[config.mk]
export PLATFORM = sky130hd
export DESIGN_NAME = sfx_sequencer
export DESIGN_NICKNAME = d
export VERILOG_FILES = /design/src/rtl/sfx_sequencer.sv
export SDC_FILE = /design/constraint.sdc
export NUM_CORES = 1
export LEC_CHECK = 0
export BUFFER_PORTS_ARGS = -buffer_cell sky130_fd_sc_hd__buf_2
export CORE_MARGIN = 3
export CORE_UTILIZATION = 40
export DETAILED_ROUTE_END_ITERATION = 7
export PLACE_DENSITY_LB_ADDON = 0.3
export REMOVE_ABC_BUFFERS = 1
export SLEW_MARGIN = 20
export SYNTH_ARGS = -nofsm -noshare
export SYNTH_HDL_FRONTEND = slang
export SYNTH_SLANG_ARGS = --single-unit
[constraint.sdc]
create_clock -name clk -period 6.05 [get_ports clk]
set_input_delay 0.605 -clock clk [delete_from_list [all_inputs] [get_ports clk]]
set_output_delay 0.605 -clock clk [all_outputs]
set_load 0.1 [all_outputs]
[src/rtl/sfx_sequencer.sv]
// Priority-arbitrated sound-effect sequencer: walks {note, dur} steps from a constant ROM.
// Build option: define SFX_GAP_EN to end every step longer than one tick with one silent tick.
module sfx_sequencer #(
  parameter int NOTE_W  = 5,
  parameter int LEN_W   = 7,
  parameter int NUM_SFX = 3,
  parameter int ROM_AW  = 5
) (
  input  logic               clk,
  input  logic               rst,
  input  logic               tick,
  input  logic [NUM_SFX-1:0] trig,
  output logic [NOTE_W-1:0]  note,
  output logic               busy,
  output logic [2:0]         active_id,
  output logic               done
);
  localparam int STEP_W = NOTE_W + LEN_W;

`ifdef SFX_GAP_EN
  typedef enum logic [1:0] {IDLE, LOAD, PLAY, GAP} state_t;
`else
  typedef enum logic [1:0] {IDLE, LOAD, PLAY} state_t;
`endif

  state_t            state_q;
  logic [2:0]        id_q;
  logic [ROM_AW-1:0] addr_q;
  logic [LEN_W-1:0]  cnt_q;
  logic [NOTE_W-1:0] note_q;
  logic              busy_q;
  logic              done_q;

  function automatic logic [STEP_W-1:0] mk_step(input int n, input int d);
    return {NOTE_W'(n), LEN_W'(d)};
  endfunction

  // Script table; any address not listed reads as END (dur = 0).
  function automatic logic [STEP_W-1:0] rom_rd(input logic [ROM_AW-1:0] a);
    logic [STEP_W-1:0] s;
    s = '0;
    case (int'(a))
      0:  s = mk_step(18, 9);
      1:  s = mk_step(19, 40);
      3:  s = mk_step(1, 19);
      5:  s = mk_step(12, 15);
      6:  s = mk_step(0, 1);
      7:  s = mk_step(17, 15);
      8:  s = mk_step(0, 16);
      9:  s = mk_step(17, 15);
      10: s = mk_step(0, 1);
      11: s = mk_step(16, 15);
      12: s = mk_step(0, 1);
      13: s = mk_step(15, 15);
      14: s = mk_step(0, 1);
      15: s = mk_step(13, 16);
      default: s = '0;
    endcase
    return s;
  endfunction

  function automatic logic [ROM_AW-1:0] start_addr(input logic [2:0] id);
    logic [ROM_AW-1:0] a;
    case (id)
      3'd0:    a = ROM_AW'(0);
      3'd1:    a = ROM_AW'(3);
      3'd2:    a = ROM_AW'(5);
      default: a = ROM_AW'(2);
    endcase
    return a;
  endfunction

  logic              trig_any;
  logic [2:0]        trig_id;
  logic              accept;
  logic [STEP_W-1:0] step;
  logic [NOTE_W-1:0] step_note;
  logic [LEN_W-1:0]  step_dur;

  always_comb begin
    trig_any = 1'b0;
    trig_id  = 3'd0;
    for (int i = 0; i < NUM_SFX; i++) begin
      if (trig[i]) begin
        trig_any = 1'b1;
        trig_id  = 3'(i);
      end
    end
  end

  // Equal index restarts the running effect; a lower one is dropped.
  assign accept    = trig_any && ((state_q == IDLE) || (trig_id >= id_q));
  assign step      = rom_rd(addr_q);
  assign step_note = step[STEP_W-1:LEN_W];
  assign step_dur  = step[LEN_W-1:0];

  always_ff @(posedge clk) begin
    if (rst) begin
      state_q <= IDLE;
      id_q    <= 3'd0;
      addr_q  <= '0;
      cnt_q   <= '0;
      note_q  <= '0;
      busy_q  <= 1'b0;
      done_q  <= 1'b0;
    end else begin
      done_q <= 1'b0;
      if (accept) begin
        state_q <= LOAD;
        id_q    <= trig_id;
        addr_q  <= start_addr(trig_id);
        busy_q  <= 1'b1;
      end else begin
        case (state_q)
          LOAD: begin
            if (step_dur == '0) begin
              state_q <= IDLE;
              id_q    <= 3'd0;
              note_q  <= '0;
              busy_q  <= 1'b0;
              done_q  <= 1'b1;
            end else begin
              note_q  <= step_note;
              cnt_q   <= step_dur;
              state_q <= PLAY;
            end
          end
          PLAY: begin
            if (tick) begin
              cnt_q <= cnt_q - LEN_W'(1);
              if (cnt_q == LEN_W'(1)) begin
                addr_q  <= addr_q + ROM_AW'(1);
                state_q <= LOAD;
              end
`ifdef SFX_GAP_EN
              else if (cnt_q == LEN_W'(2)) begin
                note_q  <= '0;
                state_q <= GAP;
              end
`endif
            end
          end
`ifdef SFX_GAP_EN
          GAP: begin
            if (tick) begin
              addr_q  <= addr_q + ROM_AW'(1);
              state_q <= LOAD;
            end
          end
`endif
          default: ;
        endcase
      end
    end
  end

  assign note      = note_q;
  assign busy      = busy_q;
  assign active_id = id_q;
  assign done      = done_q;
endmodule

==> results by group, run 1 <==
Run status
  • Status: finished clean

Clock tree
  • Clk_lat worst skew: around 0.28 ns
  • CTS resizes: 0
  • CTS sink count: 32
  • Max H-tree Level: 2
  • Deepest clock path buffer count: 2
  • Post-CTS setup buffer count: 0
  • TritonCTS clock tree: done
  • Root Buffer: clkbuf_8
  • CTS Hold Bufs: 0
  • Clock slew at reported path FFs: 0.07 ns
  • Total CTS buffers: 5

Floorplanning
  • Die height: approximately 72 um
  • Core outline area: approximately 0.0041 mm2
  • Num rows: 23
  • Die Wd: roughly 72 um
  • Total die area: between 0.005 and 0.006 mm2
  • I/O pins: 16
  • Initial core utilization: 42.7%

Drt
  • Wirelength per Cell: ~14 um
  • Via Count: 1478
  • DR DRC count: 0
  • Iter 0 DRT Violations: a little over 70
  • First-pass iteration count of the detailed router: 4
  • Drt via density: ~5.5
  • WL final: roughly 3800 um
  • Final ANT Viol Nets: 0

Timing
  • Period minus WS final: 2.86 ns
  • Final setup violation count: 0
  • Setup TNS Final: 0 ns
  • Fin crit share: 47.3%
  • F_max: ~350 MHz
  • Worst Max-Slew Pin Slew: ~0.7 ns
  • Final hold vios: 0
  • Worst setup margin: 3.19 ns
  • Count of pins over their slew limit: 0
  • Unrepaired setup endpoints after global routing: false
  • Final Skew: about 0.0098 ns
  • Worst rel slew slack: a little over half

Place
  • IO buf count: 14
  • Placed wire-length estimate: 2810 um
  • RePlAce Congestion: 0.771
  • Pre-CTS setup slack: 2.92 ns
  • Placement Cell Area: ~0.0018 mm2

Synthesis
  • Sequential fraction of the synthesis area: 36.5%
  • Post-synthesis cell area: between 0.0015 and 0.002 mm2
  • Asr flop ratio synth: 0%
  • Register bit total from synthesis: 32
  • Synth Area per Inst: approximately 8.5 um2
  • Number of synthesized flops with an enable pin: 0
  • Main synth FF type: dfxtp_1
  • Unique masters post-synth: 53
  • Synthesized netlist cell count: slightly above 200
  • YS warnings: 0

Power
  • Leak: 0.773 nW
  • Worst vdd ir: about 0.00012 V
  • Cell area power density: roughly 270 mW/mm2
  • Design Power: about 0.53 mW

Finish
  • Final Core Density: about 47%
  • Ant diodes: 0
  • Fill count: between 400 and 500
  • Post-route cell area: between 0.0015 and 0.002 mm2
  • Final-stage net count: between 200 and 250
  • Layout cells sized above 1: 15.5%
  • Most common cell after layout, fill and taps aside: dfxtp_1
  • Most frequent cells in the layout: dfxtp_1 (32), nand2_1 (25), nor2_1 (16)
  • Area growth syn-to-layout: 9.76%

Hold path
  • Hold Path Class: reg -> reg
  • Hold_sp: note[0]

Critical path
  • Worst path cell trace: buf_2 > inv_1 > nand2_1 > ha_1 > nand2b_1 > a211oi_4 > o21ai_0 > o221ai_2 > inv_1 > ha_1 > or3_1 > o221ai_1
  • Crit path launch type: input port
  • Critical path startpoint: trig[2]
  • Slowest Stage Delay on Critical Path: between 0.3 and 0.4 ns
  • Critical Path AT: between 3 and 4 ns
  • Top delay family on crit path: compound AO/OA/AOI/OAI gates
  • Worst Setup End Kind: flip-flop
  • Crit Path Category: in -> reg
  • WP data required: 6.25 ns
  • Bufs and invs on worst path: 3
  • Register-to-register setup slack: 3.28 ns
  • R2r startpoint: state_q[1]
  • Slowest cell on the critical path: a211oi_4
  • Maximum fanout along the worst path: 8

Global routing
  • Grt ovf: 0
  • Wire length of the first global-routing pass: between 6000 and 7000 um
  • Vias in the first global route: around 1400
  • Initial antenna violation count: 0
  • GRT Total Usage: between 15 and 20%
  • Pin count of the biggest net entering global routing: 25

Job
  • Max Cap Viol: 0
==> power breakdown <==
part,total (mW),internal [mW],switching (mW)
sequential,0.239,0.228,0.0109
combinational,0.120,0.0369,0.0831
clock,0.169,0.0927,0.0763
total,0.528,0.357,0.170
==> per-stage QoR <==
| step | hold WS (ns) | instances |
|---|---|---|
| floorplan | 0.427 | 198 |
| global placement | 0.443 | 262 |
| detailed placement | 0.445 | 262 |
| CTS | 0.454 | 270 |
| global route | 0.463 | 270 |
| finish | 0.450 | 270 |
==> cells in the mapped netlist, types with 2 or more instances <==
cell type | number | area (um2)
dfxtp_1 | 32 | 641
nand2_1 | 25 | 93.8
nor2_1 | 16 | 60.1
a21oi_1 | 14 | 70.1
nand3_1 | 13 | 65.1
inv_1 | 12 | 45.0
ha_1 | 10 | 125
o21ai_0 | 10 | 50.1
nor3_1 | 6 | 30.0
a22oi_1 | 4 | 30.0
a211oi_1 | 3 | 22.5
a31oi_1 | 3 | 18.8
buf_4 | 3 | 22.5
xor2_1 | 3 | 26.3
a221oi_1 | 2 | 17.5
a2bb2oi_1 | 2 | 17.5
a32o_1 | 2 | 20.0
and3_1 | 2 | 12.5
buf_2 | 2 | 10.0
clkbuf_1 | 2 | 7.51
inv_2 | 2 | 7.51
mux2i_1 | 2 | 20.0
nand2b_1 | 2 | 12.5
nor4_1 | 2 | 12.5
o31ai_1 | 2 | 15.0
or3_1 | 2 | 12.5
xnor2_1 | 2 | 17.5
==> worst reg2reg max path, delay by kind of cell, from the launching register on <==
family / cells / cell delay [ns]
buffers and inverters: 1 / 0.12
AND/OR/NAND/NOR: 3 / 1.29
flip-flops: 1 / 0.46
AO/OA/AOI/OAI: 3 / 0.64
adder cells (fa/ha/maj): 1 / 0.19
==> path summary, 6_finish.rpt <==
| kind | end | cells after the start |
|---|---|---|
| worst max-delay path | flip-flop | 12 |
| worst min register to register | note[0] | 2 |
| worst max register to register | flip-flop | 8 |
| worst min-delay path | note[0] | 2 |
==> layout make-up <==
type,count,area (um2),share of cell area [%]
timing repair buffer,14,70.1,3.64
sequential,32,641,33.2
tap,50,62.6,3.25
inverter,14,52.6,2.73
clock buffer,8,90.1,4.68
multi-input combinational,152,1010,52.5
==> layer usage <==
layer	vias to the layer above	part of all wire, %	track usage [%]
met5	-	0	0
met4	0	1.5	6.89
met3	5	3.0	3.74
met2	22	45	23.1
met1	686	50	22.0
li1	765	-	-
==> cell families after synthesis <==
group           count (synthesis)  share of synthesized area (%)
other cells                     1                          0.214
buf+inv                        22                           5.92
simple gates                   76                           22.1
xor+xnor                        5                           2.50
flops                          32                           36.5
fa+ha+maj                      10                           7.13
mux                             2                           1.14
compound gates                 58                           24.5
(Power assumes the default switching activity.)
==> inputs of run 2 (changes only) <==
==> constraint.sdc (replaced) <==
create_clock -name clk -period 2.7 [get_ports clk]
set_input_delay 0.27 -clock clk [delete_from_list [all_inputs] [get_ports clk]]
set_output_delay 0.27 -clock clk [all_outputs]
set_load 0.1 [all_outputs]
==> results by group, run 2 (synthesis gave the netlist of run 1 again) <==
Clock tree
  • Clk_lat worst skew: around 0.28 ns
  • CTS sink count: 32
  • TritonCTS clock tree: done
  • Max H-tree Level: 2
  • Deepest clock path buffer count: 2
  • Clock slew at reported path FFs: ~0.06 ns
  • Total CTS buffers: 5
  • Root Buffer: clkbuf_8

Critical path
  • Slowest Stage Delay on Critical Path: roughly 0.37 ns
  • R2r startpoint: cnt_q[1]
  • Critical Path AT: around 2.6 ns
  • Crit path top cell by count: ha_1
  • Top delay family on crit path: simple AND/OR/NAND/NOR gates
  • Worst path cell trace: inv_1 > ha_1 > nor4b_4 > nand3_2 > xor2_1 > a21oi_4 > inv_2 > ha_1 > nor3_1 > a221oi_1
  • Crit path launch type: flip-flop
  • Critical path startpoint: cnt_q[1]
  • Maximum fanout along the worst path: 10
  • R2R cell count: 10
  • Crit Path Category: reg -> reg
  • Bufs and invs on worst path: 2
  • WP depth: 10
  • WP data required: ~2.9 ns
  • Worst Setup End Kind: flip-flop
  • Slowest cell on the critical path: nor4b_4
  • Register-to-register setup slack: about 0.28 ns

Drt
  • Via Count: about 1500
  • Drt via density: approximately 5.5
  • Wirelength per Cell: 14.1 um
  • Top Layer Used: met4
  • First-pass iteration count of the detailed router: 5
  • M1 WL: around 1900 um
  • Routed wl met3: 145 um
  • Met2 routed WL: 1760 um
  • Iter 0 DRT Violations: between 80 and 90
  • WL final: just under 4000 um
  • DR DRC count: 0
  • Final ANT Viol Nets: 0

Finish
  • Area growth syn-to-layout: 11.8%
  • Fill count: ~430
  • Final-stage net count: roughly 240
  • Layout cells sized above 1: between 10% and 20%
  • Most frequent cells in the layout: dfxtp_1 (32), nand2_1 (25), nor2_1 (16)
  • Post-route cell area: 0.00196 mm2
  • Most common cell after layout, fill and taps aside: dfxtp_1
  • Ant diodes: 0
  • Final Core Density: 47.7%

Timing
  • Final setup violation count: 0
  • Final hold vios: 0
  • F_max: around 410 MHz
  • Worst setup margin: ~0.28 ns
  • Worst Max-Slew Pin Slew: roughly 0.63 ns
  • Fin crit share: between 80% and 90%
  • Final Skew: 0.00168 ns
  • Period minus WS final: between 2 and 2.5 ns
  • Setup TNS Final: 0 ns
  • Count of pins over their slew limit: 0
  • Unrepaired setup endpoints after global routing: false
  • Worst rel slew slack: a little under three fifths

Place
  • Placed wire-length estimate: about 2900 um
  • IO buf count: 14
  • RePlAce Congestion: roughly 0.84
  • Pre-CTS setup slack: approximately 0.11 ns
  • Placement Cell Area: about 0.0019 mm2

Global routing
  • Grt ovf: 0
  • Initial antenna violation count: 0
  • Wire length of the first global-routing pass: around 6300 um
  • Vias in the first global route: 1375
  • GRT Total Usage: 15.9%
  • Pin count of the biggest net entering global routing: 25

Power
  • Sw Ratio: about 33%
  • Sequential Power Share: a little under half
  • Int Pwr: between 0.7 and 0.8 mW
  • Switching power: about 0.37 mW
  • Cell area power density: approximately 580 mW/mm2
  • Clk pwr share: 28.4%
  • Combinational power share: 24.6%
  • Worst vdd ir: roughly 0.00022 V
  • Leak: between 0.7 and 0.8 nW

Floorplanning
  • Total die area: between 0.005 and 0.006 mm2
  • Die Wd: between 70 and 80 um
  • Core outline area: 0.00412 mm2
  • I/O pins: 16
  • Die height: between 70 and 80 um
  • Num rows: 23
  • Initial core utilization: approximately 43%

Hold path
  • Hold Path Class: in -> reg

Job
  • Max Cap Viol: 0

Run status
  • Status: finished clean
-- run 2: changes by cell type in the layout (fill, tap and decap cells not counted) --
| cell | change |
|---|---|
| buf_4 | +7 |
| clkbuf_1 | -2 |
| clkbuf_8 | -1 |
| nand3_1 | -1 |
| nand3_2 | +1 |
-- run 2: worst min path at each step --
stage	startpoint	end	slack [ns]	cells past startpoint
after global routing	trig[2]	active_id[1]	0.42	4
after global placement	note[1]	note[1]	0.44	2
after CTS	trig[2]	active_id[1]	0.38	4
after floorplan	rst	active_id[1]	0.34	1
after detailed placement	flip-flop	note[3]	0.45	2
final	trig[2]	active_id[1]	0.39	4
-- run 2: layout make-up --
| class | instances | area (um2) | share of cell area, % |
|---|---|---|---|
| Sequential cell | 32 | 641 | 32.6 |
| Timing Repair Buffer | 21 | 123 | 6.25 |
| Inverter | 14 | 52.6 | 2.68 |
| Clock buffer | 5 | 68.8 | 3.51 |
| Tap cell | 50 | 62.6 | 3.19 |
| Multi-Input combinational cell | 152 | 1020 | 51.8 |
-- run 2: layer usage --
metal  vias to the layer above  global-route usage, %
li1                        780                      -
met1                       701                   20.8
met2                        29                   23.8
met3                         7                   4.57
met4                         0                   8.14
met5                         -                      0
-- run 2: repair_timing --
action	in CTS	in global routing
endpoints found under the setup margin	0	1
hold buffers	0	0
setup buffers	0	0
gates resized for setup	0	1
-- run 2: power groups by stage --
stage                     Clock (mW)  Sequential, mW  Combinational, mW
after floorplan                    0           0.582              0.168
final                          0.323           0.535              0.281
after CTS                      0.337           0.535              0.280
after global placement             0           0.546              0.280
after detailed placement           0           0.545              0.279
after global routing           0.356           0.539              0.306
-- run 2: per-stage QoR --
stage,instances,total power [mW],hold WS [ns]
6_report,274,1.14,0.395
2_1_floorplan,198,0.750,0.339
3_5_place_dp,269,0.824,0.447
5_1_grt,274,1.20,0.419
4_1_cts,274,1.15,0.384
3_3_place_gp,269,0.825,0.443
-- run 2: worst register-to-register path, stage by stage (launching register included) --
cell,delay (ns)
dfxtp_1,0.31
inv_1,0.11
ha_1,0.16
nor4b_4,0.37
nand3_2,0.22
xor2_1,0.23
a21oi_4,0.30
inv_2,0.12
ha_1,0.21
nor3_1,0.20
a221oi_1,0.07
==> inputs of run 3 (changes only) <==
--- a/config.mk
+++ b/config.mk
@@ -10,7 +10,6 @@
 export CORE_UTILIZATION = 40
 export DETAILED_ROUTE_END_ITERATION = 7
 export PLACE_DENSITY_LB_ADDON = 0.3
-export REMOVE_ABC_BUFFERS = 1
 export SLEW_MARGIN = 20
 export SYNTH_ARGS = -nofsm -noshare
 export SYNTH_HDL_FRONTEND = slang
==> results by group, run 3 (synthesis gave the netlist of run 1 again) <==
Global routing
  • Grt ovf: 0
  • GRT Total Usage: around 16%
  • Vias in the first global route: between 1000 and 1500
  • Pin count of the biggest net entering global routing: 25
  • Initial antenna violation count: 0
  • Wire length of the first global-routing pass: 6440 um

Floorplanning
  • Die Wd: 72.2 um
  • Initial core utilization: a little over two fifths
  • Die height: roughly 72 um
  • Core outline area: slightly above 0.004 mm2
  • Total die area: around 0.0052 mm2
  • Num rows: 23
  • I/O pins: 16

Clock tree
  • Clock slew at reported path FFs: approximately 0.060 ns
  • CTS sink count: 32
  • Max H-tree Level: 2
  • CTS resizes: 0
  • TritonCTS clock tree: done
  • Post-CTS setup buffer count: 0
  • Total CTS buffers: 5
  • Deepest clock path buffer count: 2
  • Clk_lat worst skew: ~0.27 ns
  • CTS Hold Bufs: 0
  • Root Buffer: clkbuf_8

Timing
  • Unrepaired setup endpoints after global routing: false
  • Final setup violation count: 0
  • F_max: approximately 400 MHz
  • Worst rel slew slack: roughly 55%
  • Count of pins over their slew limit: 0
  • Worst Max-Slew Pin Slew: approximately 0.67 ns
  • Final hold vios: 0
  • Period minus WS final: 2.50 ns
  • Setup TNS Final: 0 ns
  • Final Skew: approximately 0.0043 ns
  • Fin crit share: 92.7%
  • Fin Hold WS: between 0.3 and 0.4 ns

Power
  • Sequential Power Share: between 40% and 50%
  • Combinational power share: between 20% and 30%
  • Int Pwr: between 0.7 and 0.8 mW
  • Leak: approximately 0.80 nW
  • Clk pwr share: 28.9%
  • Design Power: about 1.2 mW
  • Cell area power density: just under 600 mW/mm2
  • Sw Ratio: approximately 33%
  • Worst vdd ir: around 0.00021 V
  • Switching power: 0.376 mW

Drt
  • Wirelength per Cell: between 10 and 15 um
  • Via Count: approximately 1500
  • Iter 0 DRT Violations: around 130
  • DR DRC count: 0
  • First-pass iteration count of the detailed router: 4
  • WL final: around 3900 um
  • Drt via density: between 5 and 6
  • Final ANT Viol Nets: 0

Critical path
  • Worst path cell trace: inv_1 > ha_1 > nor4b_4 > nand3_1 > xor2_1 > a21oi_4 > ha_1 > inv_1 > a2bb2oi_1 > mux2i_1
  • Crit Path Category: reg -> reg
  • Slowest cell on the critical path: xor2_1
  • Worst Setup End Kind: flip-flop
  • WP data required: roughly 2.9 ns
  • Maximum fanout along the worst path: 10
  • Crit path launch type: flip-flop
  • Critical Path AT: between 2 and 3 ns
  • Slowest Stage Delay on Critical Path: approximately 0.34 ns

Finish
  • Final Core Density: between 40% and 50%
  • Layout cells sized above 1: 19.0%
  • FF/Latch Area: 646 um2
  • Ant diodes: 0
  • Most frequent cells in the layout: dfxtp_1 (30), nand2_1 (25), nor2_1 (16)
  • Fill count: ~400
  • Multi-input logic area: between 0.001 and 0.0015 mm2
  • Area growth syn-to-layout: 12.3%
  • Final-stage net count: about 240
  • Most common cell after layout, fill and taps aside: dfxtp_1
  • Post-route cell area: between 0.0015 and 0.002 mm2

Synthesis
  • Syn Nets: roughly 220

Place
  • IO buf count: 14
  • Placed wire-length estimate: 2930 um
  • Placement Cell Area: approximately 0.0019 mm2
  • RePlAce Congestion: between 0.8 and 0.9

Hold path
  • Hold Path Class: in -> reg

Run status
  • Status: finished clean

Job
  • Max Cap Viol: 0
run 3: final cells by class:
class	count	area share, %
multi-input combinational	152	51.3
sequential	32	32.7
timing repair buffer	21	6.22
clock buffer	6	3.68
tap	50	3.17
inverter	14	2.66
clock inverter	1	0.254
run 3: power groups by stage:
stage	combinational [mW]	sequential [mW]	clock (mW)
after CTS	0.282	0.536	0.346
after global routing	0.310	0.539	0.369
final	0.284	0.536	0.334
after global placement	0.279	0.546	0
after floorplan	0.178	0.580	0
after detailed placement	0.281	0.546	0
run 3: critical path: cells and delay by family, from the launching register on:
kind            cells  cell delay (ns)
compound gates      2             0.36
xor+xnor            1             0.34
fa+ha+maj           2             0.45
buf+inv             2             0.21
flops               1             0.31
mux                 1             0.10
simple gates        2             0.60
run 3: path summary, 6_finish.rpt:
check	slack (ns)	from	depth (start not counted)	endpoint
worst max-delay path	0.20	cnt_q[1]	10	flip-flop
worst min-delay path	0.40	trig[2]	4	active_id[1]
worst max register to register	0.20	cnt_q[1]	10	flip-flop
worst min register to register	0.45	note[1]	2	note[1]
run 3: metal layers:
layer / vias to the layer above / GRT usage (%) / wire [um]
li1: 779 / - / -
met1: 681 / 21.1 / 1920
met2: 58 / 23.7 / 1770
met3: 10 / 4.99 / 214
met4: 0 / 5.85 / 47
met5: - / 0 / 0
run 3: stage by stage:
step,cells,setup WS [ns]
finish,276,0.198
global route,276,0.0366
CTS,276,0.202
detailed placement,269,0.0776
global placement,269,0.142
floorplan,206,0.113
